`src/rtl/mac_reg_host_bridge_if.sv`:
```
// Host request/response and register-file strobe signals of the MAC register bridge.
interface mac_reg_host_bridge_if;
  logic        req_valid;
  logic        req_ready;
  logic        req_write;
  logic        req_rmon;
  logic [5:0]  req_addr;
  logic [15:0] req_wdata;
  logic        resp_valid;
  logic [31:0] resp_data;
  logic        resp_error;
  logic        CSB;
  logic        WRB;
  logic [7:0]  CA;
  logic [15:0] CD_in;
  logic [15:0] CD_out;

  modport slave (
    input  req_valid, req_write, req_rmon, req_addr, req_wdata, CD_out,
    output req_ready, resp_valid, resp_data, resp_error, CSB, WRB, CA, CD_in
  );

  modport master (
    output req_valid, req_write, req_rmon, req_addr, req_wdata, CD_out,
    input  req_ready, resp_valid, resp_data, resp_error, CSB, WRB, CA, CD_in
  );
endinterface

```
`src/rtl/mac_reg_host_bridge.sv`:
```
// Bridges single host requests onto the MAC register-file strobe bus, including
// the multi-step RMON counter read with grant polling and timeout.
module mac_reg_host_bridge #(
  parameter int unsigned POLL_LIMIT = 255
) (
  input  logic                  Clk_reg,
  input  logic                  Reset,
  mac_reg_host_bridge_if.slave  bus
);

  typedef enum logic [3:0] {
    IDLE, WR, RD, RD_CAP, RM_ADDR, RM_APPLY, RM_POLL, RM_POLL_CAP,
    RM_LO, RM_LO_CAP, RM_HI, RM_HI_CAP, RM_CLR, RESP
  } state_t;

  localparam logic [7:0] LIMIT = 8'(POLL_LIMIT);

  state_t      state_q, state_d;
  logic [5:0]  addr_q, addr_d;
  logic [15:0] wdata_q, wdata_d;
  logic [7:0]  poll_q, poll_d;
  logic        armed_q, armed_d;
  logic [31:0] data_q, data_d;
  logic        err_q, err_d;

  logic        csb, wrb;
  logic [6:0]  idx;
  logic [15:0] cd;
  logic [7:0]  poll_inc;

  assign poll_inc = poll_q + 8'd1;

  always_ff @(posedge Clk_reg) begin
    if (Reset) begin
      state_q <= IDLE;
      addr_q  <= '0;
      wdata_q <= '0;
      poll_q  <= '0;
      armed_q <= 1'b0;
      data_q  <= '0;
      err_q   <= 1'b0;
    end else begin
      state_q <= state_d;
      addr_q  <= addr_d;
      wdata_q <= wdata_d;
      poll_q  <= poll_d;
      armed_q <= armed_d;
      data_q  <= data_d;
      err_q   <= err_d;
    end
  end

  always_comb begin
    state_d = state_q;
    addr_d  = addr_q;
    wdata_d = wdata_q;
    poll_d  = poll_q;
    armed_d = armed_q;
    data_d  = data_q;
    err_d   = err_q;
    csb     = 1'b1;
    wrb     = 1'b1;
    idx     = '0;
    cd      = '0;
    case (state_q)
      IDLE: begin
        if (bus.req_valid) begin
          addr_d  = bus.req_addr;
          wdata_d = bus.req_wdata;
          poll_d  = '0;
          armed_d = 1'b0;
          data_d  = '0;
          err_d   = 1'b0;
          if (bus.req_rmon)       state_d = RM_ADDR;
          else if (bus.req_write) state_d = WR;
          else                    state_d = RD;
        end
      end
      WR: begin
        csb = 1'b0; wrb = 1'b0; idx = {1'b0, addr_q}; cd = wdata_q;
        state_d = RESP;
      end
      RD: begin
        csb = 1'b0; idx = {1'b0, addr_q};
        state_d = RD_CAP;
      end
      RD_CAP: begin
        data_d  = {16'h0000, bus.CD_out};
        state_d = RESP;
      end
      RM_ADDR: begin
        csb = 1'b0; wrb = 1'b0; idx = 7'd28; cd = {10'b0, addr_q};
        state_d = RM_APPLY;
      end
      // The first pass through RM_POLL_CAP (armed_q=0) is an idle separator so
      // the apply write and the first grant poll never strobe back to back.
      RM_APPLY: begin
        csb = 1'b0; wrb = 1'b0; idx = 7'd29; cd = 16'h0001;
        state_d = RM_POLL_CAP;
      end
      RM_POLL: begin
        csb = 1'b0; idx = 7'd30;
        armed_d = 1'b1;
        state_d = RM_POLL_CAP;
      end
      RM_POLL_CAP: begin
        if (!armed_q) begin
          state_d = RM_POLL;
        end else if (bus.CD_out[0]) begin
          state_d = RM_LO;
        end else begin
          poll_d = poll_inc;
          if (poll_inc == LIMIT) begin
            err_d   = 1'b1;
            data_d  = '0;
            state_d = RM_CLR;
          end else begin
            state_d = RM_POLL;
          end
        end
      end
      RM_LO: begin
        csb = 1'b0; idx = 7'd31;
        state_d = RM_LO_CAP;
      end
      RM_LO_CAP: begin
        data_d[15:0] = bus.CD_out;
        state_d = RM_HI;
      end
      RM_HI: begin
        csb = 1'b0; idx = 7'd32;
        state_d = RM_HI_CAP;
      end
      RM_HI_CAP: begin
        data_d[31:16] = bus.CD_out;
        state_d = RM_CLR;
      end
      RM_CLR: begin
        csb = 1'b0; wrb = 1'b0; idx = 7'd29; cd = 16'h0000;
        state_d = RESP;
      end
      RESP:    state_d = IDLE;
      default: state_d = IDLE;
    endcase
  end

  assign bus.req_ready  = (state_q == IDLE);
  assign bus.resp_valid = (state_q == RESP);
  assign bus.resp_data  = data_q;
  assign bus.resp_error = err_q;
  assign bus.CSB        = csb;
  assign bus.WRB        = wrb;
  assign bus.CA         = {idx, 1'b0};
  assign bus.CD_in      = cd;

endmodule

```
`src/flat_wrapper.sv`:
```
// flat-port wrapper written by rule: the top's interface ports become plain ports
module mac_reg_host_bridge_flat 
#(
  parameter int unsigned POLL_LIMIT = 255
)
  (Clk_reg, Reset, bus_req_valid, bus_req_write, bus_req_rmon, bus_req_addr, bus_req_wdata, bus_CD_out, bus_req_ready, bus_resp_valid, bus_resp_data, bus_resp_error, bus_CSB, bus_WRB, bus_CA, bus_CD_in);
  mac_reg_host_bridge_if bus_i ();
  input  logic Clk_reg;
  input  logic Reset;
  input wire logic [$bits(bus_i.req_valid)-1:0] bus_req_valid;
  input wire logic [$bits(bus_i.req_write)-1:0] bus_req_write;
  input wire logic [$bits(bus_i.req_rmon)-1:0] bus_req_rmon;
  input wire logic [$bits(bus_i.req_addr)-1:0] bus_req_addr;
  input wire logic [$bits(bus_i.req_wdata)-1:0] bus_req_wdata;
  input wire logic [$bits(bus_i.CD_out)-1:0] bus_CD_out;
  output wire logic [$bits(bus_i.req_ready)-1:0] bus_req_ready;
  output wire logic [$bits(bus_i.resp_valid)-1:0] bus_resp_valid;
  output wire logic [$bits(bus_i.resp_data)-1:0] bus_resp_data;
  output wire logic [$bits(bus_i.resp_error)-1:0] bus_resp_error;
  output wire logic [$bits(bus_i.CSB)-1:0] bus_CSB;
  output wire logic [$bits(bus_i.WRB)-1:0] bus_WRB;
  output wire logic [$bits(bus_i.CA)-1:0] bus_CA;
  output wire logic [$bits(bus_i.CD_in)-1:0] bus_CD_in;
  assign bus_i.req_valid = bus_req_valid;
  assign bus_i.req_write = bus_req_write;
  assign bus_i.req_rmon = bus_req_rmon;
  assign bus_i.req_addr = bus_req_addr;
  assign bus_i.req_wdata = bus_req_wdata;
  assign bus_i.CD_out = bus_CD_out;
  assign bus_req_ready = bus_i.req_ready;
  assign bus_resp_valid = bus_i.resp_valid;
  assign bus_resp_data = bus_i.resp_data;
  assign bus_resp_error = bus_i.resp_error;
  assign bus_CSB = bus_i.CSB;
  assign bus_WRB = bus_i.WRB;
  assign bus_CA = bus_i.CA;
  assign bus_CD_in = bus_i.CD_in;
  mac_reg_host_bridge #(.POLL_LIMIT(POLL_LIMIT)) u_core (.Clk_reg(Clk_reg), .Reset(Reset), .bus(bus_i));
endmodule
```
`config.mk`:
```
export PLATFORM = sky130hd
export DESIGN_NAME = mac_reg_host_bridge_flat
export DESIGN_NICKNAME = d
export VERILOG_FILES = /design/src/rtl/mac_reg_host_bridge_if.sv /design/src/rtl/mac_reg_host_bridge.sv /design/src/flat_wrapper.sv
export SDC_FILE = /design/constraint.sdc
export NUM_CORES = 1
export LEC_CHECK = 0
export CORE_MARGIN = 2
export CORE_UTILIZATION = 40
export CTS_BUF_LIST = sky130_fd_sc_hd__clkbuf_8
export CTS_CLUSTER_DIAMETER = 120
export DETAILED_ROUTE_END_ITERATION = 10
export GPL_ROUTABILITY_DRIVEN = 1
export PLACE_DENSITY = 0.69
export SLEW_MARGIN = 25
export SYNTH_ARGS = -nofsm -noshare
export SYNTH_HDL_FRONTEND = slang
export SYNTH_SLANG_ARGS = --single-unit
```
`constraint.sdc`:
```
create_clock -name Clk_reg -period 2.9 [get_ports Clk_reg]
set_clock_uncertainty 0.15 [all_clocks]
set_input_delay 0.725 -clock Clk_reg [delete_from_list [all_inputs] [get_ports Clk_reg]]
set_output_delay 0.725 -clock Clk_reg [all_outputs]
set_load 0.03 [all_outputs]
```
Word-level counts from Yosys, hierarchy flattened

Cells that the tools add are included.

Register bits after elaboration: 68
Latch bits: 0
Memory bits (writable): 0
Memory bits (read-only): 0
Bits of input ports: 43
Output and inout bits: 61
Word-level logic and storage cells: 72
Memories: 0

Add/sub/neg operators: 1
$mul: 0
Div/mod/pow operators: 0
Magnitude comparators: 0
Equality and inequality tests: 18
Shift operators: 0
Multiplexer cells: 27
Bitwise gates (word level): 0
Reductions and logical operators: 18

Operator list:

| operator                                                              | number |
|---|---|
| 32-bit two-way mux                                                    | 4 |
| 16-bit one-hot mux with 3 select lines                                | 2 |
| 16-bit one-hot mux with 4 select lines                                | 1 |
| 4-bit one-hot mux with 10 select lines                                | 1 |
| 6-bit one-hot mux with 6 select lines                                 | 1 |
| 4-bit equality test, second input constant                            | 6 |
| 8-bit two-way mux                                                     | 3 |
| 4-bit two-way mux                                                     | 5 |
| 4-bit by 3-bit equality test with 1-bit output, second input constant | 4 |
| 8-bit one-hot mux with 2 select lines                                 | 1 |
| 5-bit AND reduction                                                   | 3 |
| 8-bit by 1-bit adder with 8-bit output, second input constant         | 1 |
| 4-bit by 2-bit equality test with 1-bit output, second input constant | 2 |
| 8-bit equality test, second input constant                            | 1 |
| 2-bit OR reduction                                                    | 4 |
| 8-bit OR reduction                                                    | 1 |
| 1-bit two-way mux                                                     | 6 |
| 4-bit by 1-bit equality test with 1-bit output, second input constant | 1 |
| 4-bit zero test                                                       | 1 |
| 2-bit by 1-bit != test with 1-bit output, second input constant       | 2 |
| 2-bit != test, second input constant                                  | 2 |
| 1-bit one-hot mux with 2 select lines                                 | 2 |
| 2-bit AND reduction                                                   | 2 |
| 4-bit AND reduction                                                   | 1 |
| 6 further kinds                                                       | 7 |

Longest topological paths before layout

Gate-level depths: netlist (run 1).

Depth after elaboration: 6
Mapped depth: 7
Mapped depth without buffers: 6

Worst setup path after synthesis (run 1)

OpenSTA, ideal clock, no wires.

Path kind: reg-to-output
Start: register u_core.state_q[3]
End: output port bus_CA[1]
Arrival: 1.768 ns
Required time: 2.025 ns
Slack: 0.257 ns
Cell stages (with the launch flop): 6
Buffers on the path: 2
Cell sequence: dfxtp_1 buf_2 buf_1 inv_1 o21a_1 o21ai_0

Word-level cells in the longest chain between the ends: 3
Elaborated cells between the ends (all ways): 11
Those cells by class: eq/ne: 8; mux: 1; reduce/logical: 2

RTL lines:

| item                                                                         | line                      | text |
|---|---|---|
| from (decl)                                                                  | mac_reg_host_bridge.sv:18 | `state_t state_q, state_d;` |
| from (signal assigned)                                                       | mac_reg_host_bridge.sv:43 | `state_q <= state_d;` |
| 4-bit by 3-bit equality test with 1-bit output, or another cell as far along | mac_reg_host_bridge.sv:65 | `case (state_q)` |
| 2-bit OR reduction (no source line)                                          | -                         |  |
| 6-bit one-hot mux with 6 select lines (*)                                    | mac_reg_host_bridge.sv:65 |  |
| to (decl)                                                                    | flat_wrapper.sv:22        | `output wire logic [$bits(bus_i.CA)-1:0] bus_CA;` |

Mark *: on every way between the ends. The rest lies on a longest branch, timed or not.

Final worst setup path (run 1)

Start: register u_core.state_q[3]
End: output port bus_WRB

Word-level cells in the longest chain between the ends: 3
Elaborated cells between the ends (all ways): 6
Those cells by class: eq/ne: 4; mux: 1; reduce/logical: 1

RTL lines:

| item                                                                         | line                      | text |
|---|---|---|
| 4-bit by 1-bit equality test with 1-bit output, or another cell as far along | mac_reg_host_bridge.sv:65 |  |
| 4-bit OR reduction (no source line) (*)                                      | -                         |  |
| 1-bit two-way mux (*)                                                        | mac_reg_host_bridge.sv:65 |  |
| to (decl)                                                                    | flat_wrapper.sv:21        | `output wire logic [$bits(bus_i.WRB)-1:0] bus_WRB;` |

Marks and branches as above.

==> results of run 1 <==
-- kinds of logic (layout without fill, tap and decap cells) --
family                     count (synthesis)  in the layout
and+or+nand+nor                          199            199
AOI/OAI and AO/OA                        136            136
other                                      1              2
buffers and inverters                     49            142
muxes                                      1              1
xor gates and xnor gates                   3              3
adders and majority gates                  2              2
DFF                                       68             68
-- synthesized netlist by cell type (2+ instances only) --
master / count
nand3_1: 3
buf_2: 19
ha_1: 2
nand3b_1: 5
nand2b_1: 3
nor2_1: 16
nor3_1: 5
o21ai_0: 27
a21oi_1: 34
o21ai_1: 6
o31ai_1: 4
nor2b_1: 21
nand4_1: 15
buf_4: 3
clkbuf_1: 17
or3_1: 2
dfxtp_1: 68
nand4b_1: 2
and2_1: 11
a211oi_1: 2
nand2_1: 105
a22oi_1: 25
o211ai_1: 16
and3_1: 5
xnor2_1: 2
inv_1: 6
buf_6: 2
a22o_1: 2
-- path summary, 6_finish.rpt --
check | cells past startpoint | end | slack (ns)
max | 3 | bus_WRB | 0.11
min | 2 | u_core.wdata_q[13] | 0.30
max reg2reg | 5 | u_core.state_q[1] | 0.65
min reg2reg | 2 | u_core.wdata_q[13] | 0.30
-- power breakdown --
part,internal [µW],leakage (µW),switching (µW)
logic,768,0.00109,1250
clock network,533,0.000112,388
registers,1100,0.000553,183
-- through the flow --
step	power, µW	instance area, µm²	cells	worst slack, ns
floorplan	2600	3550	460	0.257
global placement	3270	4610	645	0.271
detailed placement	3320	4610	645	0.164
CTS	4240	4850	661	0.0527
global route	4470	4860	661	0.0200
finish	4230	4860	661	0.112
-- critical path, delay by kind of cell (launching register included) --
family / cells / cell delay [ns]
AOI/OAI and AO/OA: 1 / 0.25
DFF: 1 / 0.50
buffers and inverters: 1 / 0.72
and+or+nand+nor: 1 / 0.10
-- layer usage --
metal | vias to the layer above | GRT usage (%)
met3 | 18 | 3.44
met4 | 0 | 7.80
met5 | - | 0
met1 | 1728 | 27.8
li1 | 1792 | -
met2 | 103 | 33.1
-- registers in the layout, summed over array words and instances (netlist names) --
register,flops
u_core.state_q,4
u_core.armed_q,1
u_core.wdata_q,16
u_core.poll_q,8
u_core.bus.resp_error,1
u_core.bus.resp_data,32
u_core.addr_q,6
-- area by class of cell --
class,instances,area [µm²]
Timing Repair Buffer,119,1110
Tap cell,108,135
Sequential cell,68,1370
Fill cell,825,3820
Inverter,7,31.3
Clock buffer,11,151
Clock inverter,5,83.8
Multi-Input combinational cell,343,1980
==> results.yml, run 1 <==
finish:
  drive_gt1_share_pct: 12.3
  n_antenna_cell: 0
  layout_commonest_cell: "nand2_1"
  syn_to_final_growth_pct: 36.9
  final_core_util_pct: 56.0
  final_cell_mix: "105 x nand2_1, 78 x clkdlybuf4s50_1, 64 x dfxtp_1"
  nNetsFinal: 593
timing:
  rsz0062_at_grt: "no"
  hold_slack_ns: 0.303
  fin_setup_tns_ns: 0
  max_freq_ghz: 0.359
  final_max_slew_viol_count: 0
  setup_viol: 0
  finalCritPeriodShare_pct: 96.1
  tightest_slew_ns: 0.859
  relSlewSlack_pct: 42.7
  finalHoldViolCount: 0
  fin_crit_ns: 2.79
worst_hold_path:
  min_path_type: "reg2reg"
  min-delay-start: "u_core.wdata_q[13]"
yosys:
  synth_edf_count: 0
  synth.area.mux_share_pct: 0.282
  avgSynthCellArea_um2: 7.73
  syn-cell-area_um2: 3550
  ys_ff_latch: 68
  yosys.area_share.xor_xnor_pct: 0.740
  synth_top_area_cell: "dfxtp_1"
  ys_types: 59
  ys.flop_type: "dfxtp_1"
  synth_top_family_by_area: "simple AND/OR/NAND/NOR gates"
  async_reset_ff_share_pct: 0
  synth_compound_area_share_pct: 26.0
  synthCells: 459
  synth_seq_area_share_pct: 38.4
  synth_fa_ha_area_share_pct: 0.705
  synth.area.top_cells: "dfxtp_1 38%, nand2_1 11%, a22oi_1 5.3%"
  yosysWarnings: 0
  yosys.area_share.simple_pct: 27.1
  synth_top_area_share_pct: 38.4
place:
  port_buffers: 101
  place_congestion: 0.839
  dp_hpwl_um: 7000
power:
  cellPowerDensity_nw_per_um2: 870
  power.leakage_uw: 0.00176
  ir_drop_v: 0.000327
drt:
  ant_nets: 0
  met1_length_um: 4690
  vias: 3641
  highest_layer: "met4"
  dr.pass1.iters: 7
  wl_met3_um: 457
  routed_wirelength_um: 10100
  drc_errors: 0
  wl_per_cell_um: 15.3
  drt_iter0_drc: 230
  wl_met2_um: 4810
  vias_per_cell: 5.51
global_routing:
  grt_pass1_vias: 3407
  antenna_found_initial: 0
  overflow: 0
  grt_max_degree: 33
  grt_util_all_layers_pct: 20.6
  grt_pass1_wl_um: 16400
clocking:
  root_buffer: "clkbuf_8"
  insertion_delay_ns: 0.35
  clkSlewWorstSetupHoldPaths_ns: 0.08
  cts_hold_buf: 0
  ctsResizeCount: 4
  cts_inserted_buffers: 9
  cts_max_level: 3
  cts_sinks: 68
  clockBufferDepth: 2
  cts_tree: "yes"
  cts_setup_buffers: 0
floorplanning:
  core_area_um2: 8680
  fp.dieArea_um2: 9640
  ios: 104
  dieWidth_um: 98.2
  die_y_um: 98.2
  start_util_pct: 40.9
  rows: 34
critical_path:
  required_ns: 2.03
  path_class: "reg2out"
  path_cells: "nor2b_1 -> o21ai_0 -> clkdlybuf4s50_1"
  crit_slowest_cell: "clkdlybuf4s50_1"
  worstSetupStartpoint: "u_core.state_q[3]"
  timing.rr.start: "u_core.poll_q[0]"
  crit_path_max_fanout: 16
  end_kind: "primary output"
  cpPeakStageDelay_ns: 0.72
  arrival_ns: 1.91
  worstSetupStartpointType: "register"
status:
  status: "complete, no violations"
flow_run:
  drv_cap: 0
(Power assumes the default switching activity.)
==> run 2, diff against run 1 <==
Settings changed: ABC_AREA set to 1, PLACE_DENSITY 0.69 to 0.7, REMOVE_ABC_BUFFERS set to 1.
Clock period 2.9 ns to 3.4 ns, I/O delays scaled along.
==> run 2 against run 1 <==
  * Global-route usage fell by 1.4 points
  * Largest cell class unchanged
  * Non-clock buffer count is 10 lower
  * Hold slack lost 0.0016 ns
  * Critical endpoint is now bus_CD_in[13]
  * Clock-buffer cell count decreased by 1
==> results.yml, run 2 <==
critical_path:
  crit_slowest_cell: "clkdlybuf4s50_1"
  crit_top_cell: "nor2_1"
  path_cells: "nor2_1 -> inv_1 -> nor2_1 -> clkinv_1 -> buf_4 -> nor2_1 -> clkdlybuf4s50_1"
  path_class: "reg2out"
  end_kind: "primary output"
  crit_path_max_fanout: 17
  critPathBufInv: 4
  critPathTopFamily: "buffers and inverters"
  worstSetupStartpoint: "u_core.state_q[2]"
  cpPeakStageDelay_ns: 0.68
  arrival_ns: 2.26
  timing.rr.start: "u_core.poll_q[1]"
  required_ns: 2.40
  worstSetupStartpointType: "register"
finish:
  largest_reg_flops: 32
  multi_input_area_um2: 1680
  fill_cells: 785
  finish.instance_area_um2: 4730
  layout_commonest_cell: "nand2_1"
  fin_cells: 712
  syn_to_final_growth_pct: 37.4
  nNetsFinal: 647
  final_cell_mix: "104 x nand2_1, 91 x clkdlybuf4s50_1, 77 x nor2_1"
  n_antenna_cell: 0
  drive_gt1_share_pct: 9.23
  regArea_um2: 1360
floorplanning:
  rows: 33
  dieWidth_um: 96.8
  fp.dieArea_um2: 9360
  start_util_pct: 41.5
  ios: 104
  core_area_um2: 8300
  die_y_um: 96.8
power:
  cellPowerDensity_nw_per_um2: 959
  ir_drop_v: 0.000477
  power.leakage_uw: 0.00205
  power_uw: 4540
clocking:
  clockBufferDepth: 2
  insertion_delay_ns: 0.33
  cts_setup_buffers: 0
  root_buffer: "clkbuf_8"
  clkSlewWorstSetupHoldPaths_ns: 0.07
  cts_max_level: 3
  cts_tree: "yes"
  cts_sinks: 68
  cts_hold_buf: 0
  cts_inserted_buffers: 9
yosys:
  synth_edf_count: 0
  syn-cell-area_um2: 3440
  synth_top_area_cell: "dfxtp_1"
  ys.flop_type: "dfxtp_1"
  yosys-top-cells-count: "105 x nand2_1, 77 x nor2_1, 68 x dfxtp_1"
  synthCells: 509
  synth_seq_area_share_pct: 39.5
  yosysWarnings: 0
  synth_top_area_share_pct: 39.5
  ys_ff_latch: 68
  yosysMostFrequentCell: "nand2_1"
  async_reset_ff_share_pct: 0
  avgSynthCellArea_um2: 6.76
  ys_types: 36
  synth.area.top_cells: "dfxtp_1 40%, nand2_1 11%, a21oi_1 9.2%"
timing:
  finalHoldViolCount: 0
  finalCritPeriodShare_pct: 96.0
  fin_setup_tns_ns: 0
  rsz0062_at_grt: "no"
  relSlewSlack_pct: 43.5
  hold_slack_ns: 0.302
  fin_crit_ns: 3.26
  final_max_slew_viol_count: 0
  max_freq_ghz: 0.306
  tightest_slew_ns: 0.844
  setup_viol: 0
global_routing:
  grt_max_degree: 47
  grt_util_all_layers_pct: 19.2
  antenna_found_initial: 0
  overflow: 0
  grt_pass1_vias: 3313
  grt_pass1_wl_um: 15100
drt:
  dr.pass1.iters: 5
  drt_iter0_drc: 155
  wl_per_cell_um: 12.6
  vias: 3493
  ant_nets: 0
  drc_errors: 0
  vias_per_cell: 4.91
  routed_wirelength_um: 8990
place:
  dpl.cell_count: 696
  place_congestion: 0.852
  dp_hpwl_um: 6430
  port_buffers: 101
  dpl_cell_area_um2: 4490
worst_hold_path:
  min-delay-start: "u_core.wdata_q[10]"
  min_path_type: "reg2reg"
status:
  status: "complete, no violations"
flow_run:
  drv_cap: 0
-- run 2: changes by cell type in the layout (fill, tap and decap cells not counted), sizes merged, moves of 15 or more --
cell,change
a22oi,-25
a21oi,+30
nor2b,-21
inv,+58
o211ai,-15
nor2,+65
buf,-29
nand3,+36
-- run 2: power breakdown --
group          switching, µW  internal [µW]  total, µW
clock                    316            433        749
combinational           1640            969       2610
sequential               120           1060       1180
total                   2080           2460       4540
-- run 2: through the flow --
stage / util, % / worst slack (ns)
after floorplan: - / 0.307
after global placement: 54.0 / 0.443
after detailed placement: 54.0 / 0.374
after CTS: 56.7 / 0.0509
after global routing: 57.0 / 0.00142
final: 57.0 / 0.135
-- run 2: logic make-up (layout without fill, tap and decap cells) --
kind of cell,count (synthesis),after routing,share of synthesized area (%)
adder cells (fa/ha/maj),2,2,0.727
buffers and inverters,92,189,11.8
AO/OA/AOI/OAI,113,113,17.9
flip-flops,68,68,39.5
AND/OR/NAND/NOR,233,233,29.9
other,1,2,0.109
-- run 2: path summary, 6_finish.rpt --
| kind | end | slack [ns] | cells after the start |
|---|---|---|---|
| worst max-delay path | bus_CD_in[13] | 0.14 | 7 |
| worst max register to register | u_core.bus.resp_data[22] | 0.94 | 11 |
| worst min register to register | u_core.wdata_q[10] | 0.30 | 2 |
| worst min-delay path | u_core.wdata_q[10] | 0.30 | 2 |
-- run 2: worst reg2reg max path: stages, from the launching register on --
cell and delay, ns:
dfxtp_1 0.42, ha_1 0.24, nand3_1 0.15, o21bai_2 0.17, nand2_1 0.08, nor2_2 0.14
nand3_1 0.10, nand2_2 0.31, buf_4 0.35, nand3_1 0.13, nand2_1 0.08, nor2_1 0.04
-- run 2: layout make-up --
cell class | count | area share, %
clock buffer | 10 | 2.91
clock inverter | 6 | 1.82
tap | 105 | 2.78
inverter | 64 | 5.08
sequential | 68 | 28.8
timing repair buffer | 109 | 23.1
multi-input combinational | 350 | 35.5
-- run 2: metal layers --
layer / track usage (%) / wire length [µm]
met3: 5.71 / 551
met4: 7.04 / 161
met5: 0 / 0
met1: 23.5 / 4060
met2: 31.8 / 4220
-- run 2: timing repair --
item,4_1_cts,5_1_grt
endpoints found under the setup margin,1,9
cloned,0,0
gates resized for setup,1,9
